## src/rtl/cpu_pkg.sv

```systemverilog
// ============================================================================
// Module  : cpu_pkg
// Brief   : Shared opcodes, sequencer state encodings and datapath widths.
// Revision: 1.0 - initial release
// ============================================================================
`default_nettype none

package cpu_pkg;

  localparam int c_addr_w = 5;
  localparam int c_data_w = 8;

  localparam logic [2:0] c_op_lda = 3'b000;
  localparam logic [2:0] c_op_sta = 3'b001;
  localparam logic [2:0] c_op_add = 3'b010;
  localparam logic [2:0] c_op_sub = 3'b011;
  localparam logic [2:0] c_op_jmp = 3'b100;
  localparam logic [2:0] c_op_jz  = 3'b101;
  localparam logic [2:0] c_op_jc  = 3'b110;
  localparam logic [2:0] c_op_hlt = 3'b111;

  typedef enum logic [2:0] {
    ST_HALT   = 3'd0,
    ST_FETCH  = 3'd1,
    ST_DECODE = 3'd2,
    ST_MEMRD  = 3'd3,
    ST_EXEC   = 3'd4,
    ST_MEMWR  = 3'd5,
    ST_FAULT  = 3'd6
  } state_t;

  function automatic logic is_access(input state_t s);
    return (s == ST_FETCH) || (s == ST_MEMRD) || (s == ST_MEMWR);
  endfunction

endpackage

`default_nettype wire

```

## src/rtl/seq_wait_timer.sv

```systemverilog
// ============================================================================
// Module  : seq_wait_timer
// Brief   : Memory wait-state counter with timeout detection.
// Revision: 1.0 - initial release
// ============================================================================
`default_nettype none

module seq_wait_timer #(
  parameter int WAIT_W  = 4,
  parameter int TIMEOUT = 15
) (
  input  logic clk_i,
  input  logic rst_i,
  input  logic clr_i,
  input  logic en_i,
  output logic expired_o
);

  localparam logic [WAIT_W-1:0] c_last = WAIT_W'(TIMEOUT - 1);

  logic [WAIT_W-1:0] r_cnt;

  always_ff @(posedge clk_i) begin
    if (!rst_i || clr_i) begin
      r_cnt <= '0;
    end else if (en_i) begin
      r_cnt <= r_cnt + 1'b1;
    end
  end

  // Expiry fires on the wait cycle that would bring the count up to TIMEOUT.
  if (TIMEOUT == 0) begin : g_no_timeout
    assign expired_o = 1'b0;
  end else begin : g_timeout
    assign expired_o = en_i && (r_cnt == c_last);
  end

endmodule

`default_nettype wire

```

## src/rtl/seq_ctrl.sv

```systemverilog
// ============================================================================
// Module  : seq_ctrl
// Brief   : Multi-cycle fetch/decode/execute sequencer for the accumulator CPU.
// Revision: 1.0 - initial release
// ============================================================================
`default_nettype none

module seq_ctrl
  import cpu_pkg::*;
#(
  parameter int WAIT_W  = 4,
  parameter int TIMEOUT = 15,
  parameter int CNT_W   = 8
) (
  input  logic             clk_i,
  input  logic             rst_i,
  input  logic             run_i,
  input  logic             step_i,
  input  logic [2:0]       op_i,
  input  logic             flag_z_i,
  input  logic             flag_c_i,
  input  logic             mem_rdy_i,
  output logic             mem_req_o,
  output logic             mem_we_o,
  output logic             mem_sel_o,
  output logic             ir_we_o,
  output logic             pc_inc_o,
  output logic             pc_load_o,
  output logic             acc_we_o,
  output logic             flags_we_o,
  output logic [2:0]       state_o,
  output logic             halted_o,
  output logic             fault_o,
  output logic [CNT_W-1:0] instr_cnt_o
);

  state_t             r_state;
  state_t             w_next;
  state_t             w_after;
  logic               r_step_d;
  logic               r_step_mode;
  logic               w_step_mode_nxt;
  logic               w_step_rise;
  logic               r_fault;
  logic               r_halted;
  logic [CNT_W-1:0]   r_instr_cnt;
  logic               w_retire;
  logic               w_access;
  logic               w_expired;

  assign w_step_rise = step_i && !r_step_d;
  assign w_access    = is_access(r_state);

  seq_wait_timer #(
    .WAIT_W  (WAIT_W),
    .TIMEOUT (TIMEOUT)
  ) u_wait_timer (
    .clk_i     (clk_i),
    .rst_i     (rst_i),
    .clr_i     (!w_access || mem_rdy_i),
    .en_i      (w_access && !mem_rdy_i),
    .expired_o (w_expired)
  );

  always_ff @(posedge clk_i) begin
    if (!rst_i) begin
      r_state     <= ST_HALT;
      r_step_d    <= 1'b0;
      r_step_mode <= 1'b0;
      r_fault     <= 1'b0;
      r_halted    <= 1'b1;
      r_instr_cnt <= '0;
    end else begin
      r_state     <= w_next;
      r_step_d    <= step_i;
      r_step_mode <= w_step_mode_nxt;
      r_fault     <= r_fault || (w_next == ST_FAULT);
      r_halted    <= (w_next == ST_HALT);
      if (w_retire) begin
        r_instr_cnt <= r_instr_cnt + 1'b1;
      end
    end
  end

  always_comb begin
    w_next          = r_state;
    w_step_mode_nxt = r_step_mode;
    w_retire        = 1'b0;
    mem_req_o       = 1'b0;
    mem_we_o        = 1'b0;
    mem_sel_o       = 1'b0;
    ir_we_o         = 1'b0;
    pc_inc_o        = 1'b0;
    pc_load_o       = 1'b0;
    acc_we_o        = 1'b0;
    flags_we_o      = 1'b0;
    // Single-stepped instructions always return to HALT after retiring.
    w_after         = (run_i && !r_step_mode) ? ST_FETCH : ST_HALT;

    case (r_state)
      ST_HALT: begin
        if (run_i) begin
          w_next          = ST_FETCH;
          w_step_mode_nxt = 1'b0;
        end else if (w_step_rise) begin
          w_next          = ST_FETCH;
          w_step_mode_nxt = 1'b1;
        end
      end
      ST_FETCH: begin
        mem_req_o = 1'b1;
        if (mem_rdy_i) begin
          ir_we_o  = 1'b1;
          pc_inc_o = 1'b1;
          w_next   = ST_DECODE;
        end else if (w_expired) begin
          w_next = ST_FAULT;
        end
      end
      ST_DECODE: begin
        case (op_i)
          c_op_lda, c_op_add, c_op_sub: w_next = ST_MEMRD;
          c_op_sta:                     w_next = ST_MEMWR;
          c_op_jmp, c_op_jz, c_op_jc:   w_next = ST_EXEC;
          default: begin
            w_retire = 1'b1;
            w_next   = ST_HALT;
          end
        endcase
      end
      ST_MEMRD: begin
        mem_req_o = 1'b1;
        mem_sel_o = 1'b1;
        if (mem_rdy_i) begin
          acc_we_o   = 1'b1;
          flags_we_o = 1'b1;
          w_retire   = 1'b1;
          w_next     = w_after;
        end else if (w_expired) begin
          w_next = ST_FAULT;
        end
      end
      ST_MEMWR: begin
        mem_req_o = 1'b1;
        mem_we_o  = 1'b1;
        mem_sel_o = 1'b1;
        if (mem_rdy_i) begin
          w_retire = 1'b1;
          w_next   = w_after;
        end else if (w_expired) begin
          w_next = ST_FAULT;
        end
      end
      ST_EXEC: begin
        pc_load_o = (op_i == c_op_jmp) ||
                    ((op_i == c_op_jz) && flag_z_i) ||
                    ((op_i == c_op_jc) && flag_c_i);
        w_retire  = 1'b1;
        w_next    = w_after;
      end
      ST_FAULT: begin
        w_next = ST_FAULT;
      end
      default: begin
        w_next = ST_HALT;
      end
    endcase

    if (w_retire) begin
      w_step_mode_nxt = 1'b0;
    end
  end

  assign state_o     = r_state;
  assign halted_o    = r_halted;
  assign fault_o     = r_fault;
  assign instr_cnt_o = r_instr_cnt;

endmodule

`default_nettype wire

```

## config.mk

```make
export PLATFORM = sky130hd
export DESIGN_NAME = seq_ctrl
export DESIGN_NICKNAME = d
export VERILOG_FILES = /design/src/rtl/cpu_pkg.sv /design/src/rtl/seq_wait_timer.sv /design/src/rtl/seq_ctrl.sv
export SDC_FILE = /design/constraint.sdc
export NUM_CORES = 1
export LEC_CHECK = 0
export ABC_AREA = 1
export CORE_MARGIN = 2
export CORE_UTILIZATION = 39
export DETAILED_ROUTE_END_ITERATION = 8
export MAX_ROUTING_LAYER = met4
export PLACE_DENSITY = 0.77
export SLEW_MARGIN = 20
export SYNTH_ARGS = -nofsm -noshare
export SYNTH_HDL_FRONTEND = slang
export SYNTH_SLANG_ARGS = --single-unit
```

## constraint.sdc

```tcl
create_clock -name clk_i -period 2.9 [get_ports clk_i]
set_input_delay 0.725 -clock clk_i [delete_from_list [all_inputs] [get_ports clk_i]]
set_output_delay 0.725 -clock clk_i [all_outputs]
set_load 0.02 [all_outputs]
```

; ---- After elaboration in Yosys (flattened, before gate mapping)
; Cells that the tools add are included.
[totals]
register_bits = 19
inputBits = 10
[op_classes]
n_addsub = 2
n_eq_ne = 14
muxes = 19
n_bitwise = 1
reduce_logical = 29
[op_table]
columns = operator, n
row1 = 3-bit equality test (second input constant), 7
row2 = 3-bit case mux with 6 select lines, 1
row3 = 3-bit 2-to-1 mux, 5
row4 = 3-bit by 2-bit equality test with 1-bit output (second input constant), 4
row5 = 1-bit 2-to-1 mux, 11
row6 = 3-bit zero test, 3
row7 = 3-bit case mux with 3 select lines, 1
row8 = 3-bit OR reduction, 3
row9 = 8-bit by 1-bit adder with 8-bit output (second input constant), 1
row10 = 1-bit logical OR, 7
row11 = 7-bit OR reduction, 1
row12 = 3-bit by 1-bit equality test with 1-bit output (second input constant), 2
row13 = 1-bit logical AND, 6
row14 = 1-bit zero test, 5
row15 = 4-bit by 1-bit adder with 4-bit output (second input constant), 1
row16 = 4-bit equality test (second input constant), 1
row17 = 2-bit OR reduction, 2
row18 = 1-bit case mux with 3 select lines, 1
row19 = 2-bit AND reduction, 1
row20 = 2-bit nonzero test, 1
row21 = 1-bit inverter, 1

; ---- Longest topological paths before layout
[logic_depth]
depth_word = 10
mapped_depth = 10

; ---- By module
; A second synthesis with hierarchy kept.
[hier_totals]
hier_cells = 184
area_unflattened_um2 = 1237.4
[by_module_without_submodules]
columns = module, n_inst, cells_per_inst, area_per_inst_um2, seq_area_each_um2
row1 = seq_ctrl, 1, 157, 1037.2, 300.3
row2 = seq_wait_timer, 1, 27, 200.2, 80.1

; ---- Least setup slack after synthesis
; Ideal clock, no wire load.
[synth_path]
path_type = input -> output
startpoint = input port mem_rdy_i
endpoint = output port pc_inc_o
arrival_ns = 1.333
setup_slack_ns = 0.842
cell_stages = 3
path_cell_list = nand2_1 -> nor2_1 -> buf_4
[synth_between]
elab_chain_len = 2
[synth_lines]
columns = element, line
row1 = start: declaration, seq_ctrl.sv:22  ; input logic mem_rdy_i,
row2 = 1-bit 2-to-1 mux (2 in a row), -
row3 = end: declaration, seq_ctrl.sv:27  ; output logic pc_inc_o,
; No other way between the ends.

; ---- Final worst setup path
[layout_path]
startpoint = input port op_i[0]
endpoint = output port pc_load_o
[layout_between]
elab_chain_len = 5
elab_cells_between_ends = 8
[layout_lines]
columns = element, line
row1 = start: declaration, seq_ctrl.sv:19  ; input logic [2:0] op_i,
row2 = 3-bit equality test, seq_ctrl.sv:156  ; ((op_i == c_op_jz) && flag_z_i) ||
row3 = 1-bit logical AND, seq_ctrl.sv:156
row4 = 1-bit logical OR, seq_ctrl.sv:155  ; pc_load_o = (op_i == c_op_jmp) ||
row5 = 1-bit logical OR *, seq_ctrl.sv:156
row6 = 1-bit 2-to-1 mux *, seq_ctrl.sv:100  ; case (r_state)
row7 = end: declaration, seq_ctrl.sv:28  ; output logic pc_load_o,
; Mark *: on every way between the ends. The rest lies on a longest branch, timed or not.

==> out/results.tsv <==
stage	metric	value	unit
grt	antenna_found_initial	0	
sta	setup_tns	0	ps
sta	finalWorstPathRequiredPeriod	2810	ps
floorplan	chipWidth	57.6	um
floorplan	ios	31	
layout	fin_cells	236	
yosys	synth_cells	171	
setup_path	required	2170	ps
floorplan	coreArea	0.00273	sq mm
clock_tree	clk_latency	300	ps
grt	grt-ovfl-total	0	
route	first_iter_violations	28	
yosys	synth_flop_cell	dfxtp_1	
yosys	synth_area	0.00112	sq mm
route	drc_errors	0	
job	cap_violations	0	
layout	fillers	270	
setup_path	critPathArrivalTime	2080	ps
grt	groute.layer.met1.usage	0.203	
setup_path	endpoint_kind	output pin	
clock_tree	post-cts-setup-buffers	0	
placed_design	gp_congestion	0.850	
clock_tree	tritoncts	yes	
setup_path	start_kind	input port	
route	viasPerCell	4.75	
layout	syn2layout_area_growth	32.9	%
yosys	synth-edff-count	0	
yosys	seq_area_frac_synth	0.339	
hold_path	worstHoldPathType	reg -> reg	
sta	tightestPinTransition	346	ps
setup_path	path_class	in -> out	
sta	finalClockSkew	4.01	ps
yosys	syn_nets	185	
sta	finalHoldViolCount	0	
route	antenna_left	0	
grt	grt_pass1_wl	4.04	mm
sta	holdWs	471	ps
clock_tree	htree_levels	1	
grt	top_usage_layer	met2	
placed_design	placedCellCount	232	
grt	use_met2	0.247	
sta	grt_setup_unrepaired	no	
power	ir_drop	0.416	mV
clock_tree	cts_sinks	19	
clock_tree	clockRootBuffer	clkbuf_4	
setup_path	crit_fanout	2	
layout	nNetsFinal	220	
yosys	synth-seq-cells	19	
power	leakage	0.734	nW
sta	fmax	356	MHz
sta	final-max-slew-violation-count	0	
clock_tree	cts_buffers	3	
floorplan	die_area	0.00332	sq mm
route	wl_per_cell	10.2	um
sta	setup_viol	0	
clock_tree	clockBufferDepth	2	
outcome	status	complete, no violations	
route	routed_wl	2.42	mm
sta	max_slew_margin	0.769	
power	power_density	397	mW/mm^2
grt	grt_pass1_vias	982	
clock_tree	post_cts.resized_instances	0	
layout	multi_input_area	623	sq um
yosys	async_flop_share	0	
clock_tree	cts_hold_buf	0	
yosys	yosys.cell_types.count	23	
grt	grt_max_degree	12	
sta	fin_crit_sh	0.969	
yosys	yosysWarnings	0	
placed_design	port_buffers	30	
layout	drive_gt1_frac	0.0927	
grt	met3_usage	0.0469	
yosys	syn_area_per_cell	6.56	sq um
route	vias	1121	
layout	ff_latch_area	380	sq um
floorplan	start_util	0.410	
clock_tree	clkTransAtPathRegs	100	ps
placed_design	dp_hpwl	1.95	mm
floorplan	fp-row-count	19	
floorplan	die_y	57.6	um
route	drt_first_pass_iters	4	
grt	gr-usage-all-layers	0.160	
layout	antenna_cells	0	
## critical path: stages
cell             delay (ps)
clkdlybuf4s50_1         420
inv_1                    70
o21ai_0                  70
nor3_1                  180
clkdlybuf4s50_1         630
## power breakdown
part           internal [W]  switching [W]
logic             0.0000723      0.0000953
clock network     0.0000515      0.0000831
registers          0.000275      0.0000142
total              0.000399       0.000193
## cell usage in the layout, fill, tap and decap left out, types with 3 or more instances in the layout
cell type	count
o21ai_0	4
nor2_1	24
inv_2	4
buf_4	3
nand2_1	46
clkbuf_4	3
xor2_1	3
dfxtp_1	19
nand3_1	14
ha_1	4
clkdlybuf4s50_1	30
a21oi_1	11
inv_1	22
## state kept, by name, summed over array words and instances, names as in the netlist
register,flops
fault_o,1
halted_o,1
instr_cnt_o,8
r_step_d,1
r_step_mode,1
state_o,3
u_wait_timer.r_cnt,4
## through the flow
| step | util | setup WS (ps) | cell area (sq um) | power (W) |
|---|---|---|---|---|
| 6_report | 0.545 | 90.3 | 1490 | 0.000591 |
| 5_1_grt | 0.545 | 21.7 | 1490 | 0.000628 |
| 4_1_cts | 0.545 | 77.3 | 1490 | 0.000599 |
| 3_5_place_dp | 0.535 | 77.4 | 1460 | 0.000464 |
| 3_3_place_gp | 0.535 | 113 | 1460 | 0.000463 |
| 2_1_floorplan | - | 842 | 1120 | 0.000393 |
## cells by family (layout without fill, tap and decap cells)
logic type | count (synthesis) | in the layout | synth area share
buffers and inverters | 29 | 63 | 0.105
flip-flops | 19 | 19 | 0.339
adder cells (fa/ha/maj) | 4 | 4 | 0.0446
AO/OA/AOI/OAI | 16 | 16 | 0.0714
XOR/XNOR | 5 | 5 | 0.0391
AND/OR/NAND/NOR | 98 | 98 | 0.401
## metal layers
metal | vias to the layer above | wire (um)
li1 | 604 | -
met1 | 493 | 1160
met2 | 20 | 1140
met3 | 4 | 97
met4 | 0 | 25
met5 | - | 0
## final cells by class
class                      count  share of cell area
timing repair buffer          33               0.217
inverter                      26              0.0655
clock buffer                   3              0.0151
clock inverter                 1             0.00336
sequential                    19               0.255
tap                           31              0.0260
multi-input combinational    123               0.418
## worst paths after layout
path	from	endpoint	slack [ps]	depth (start not counted)
max	op_i[0]	pc_load_o	90	5
min reg2reg	u_wait_timer.r_cnt[0]	u_wait_timer.r_cnt[0]	470	1
min	u_wait_timer.r_cnt[0]	u_wait_timer.r_cnt[0]	470	1
max reg2reg	state_o[2]	instr_cnt_o[1]	1380	6
## synthesized netlist by cell type (2+ instances only)
library cell | number | share of area
inv_2 | 4 | 0.013
o21ai_0 | 4 | 0.018
nand2_2 | 2 | 0.011
nand3b_1 | 2 | 0.013
dfxtp_1 | 19 | 0.34
xnor2_1 | 2 | 0.016
nor2_1 | 24 | 0.080
a21oi_1 | 11 | 0.049
nand4_1 | 2 | 0.011
buf_4 | 2 | 0.013
nor3_1 | 2 | 0.0089
xor2_1 | 3 | 0.023
inv_1 | 22 | 0.074
nand3_1 | 14 | 0.063
nand2_1 | 46 | 0.15
ha_1 | 4 | 0.045
nand2_4 | 2 | 0.020
No activity file was read; power rests on OpenSTA's default activity.
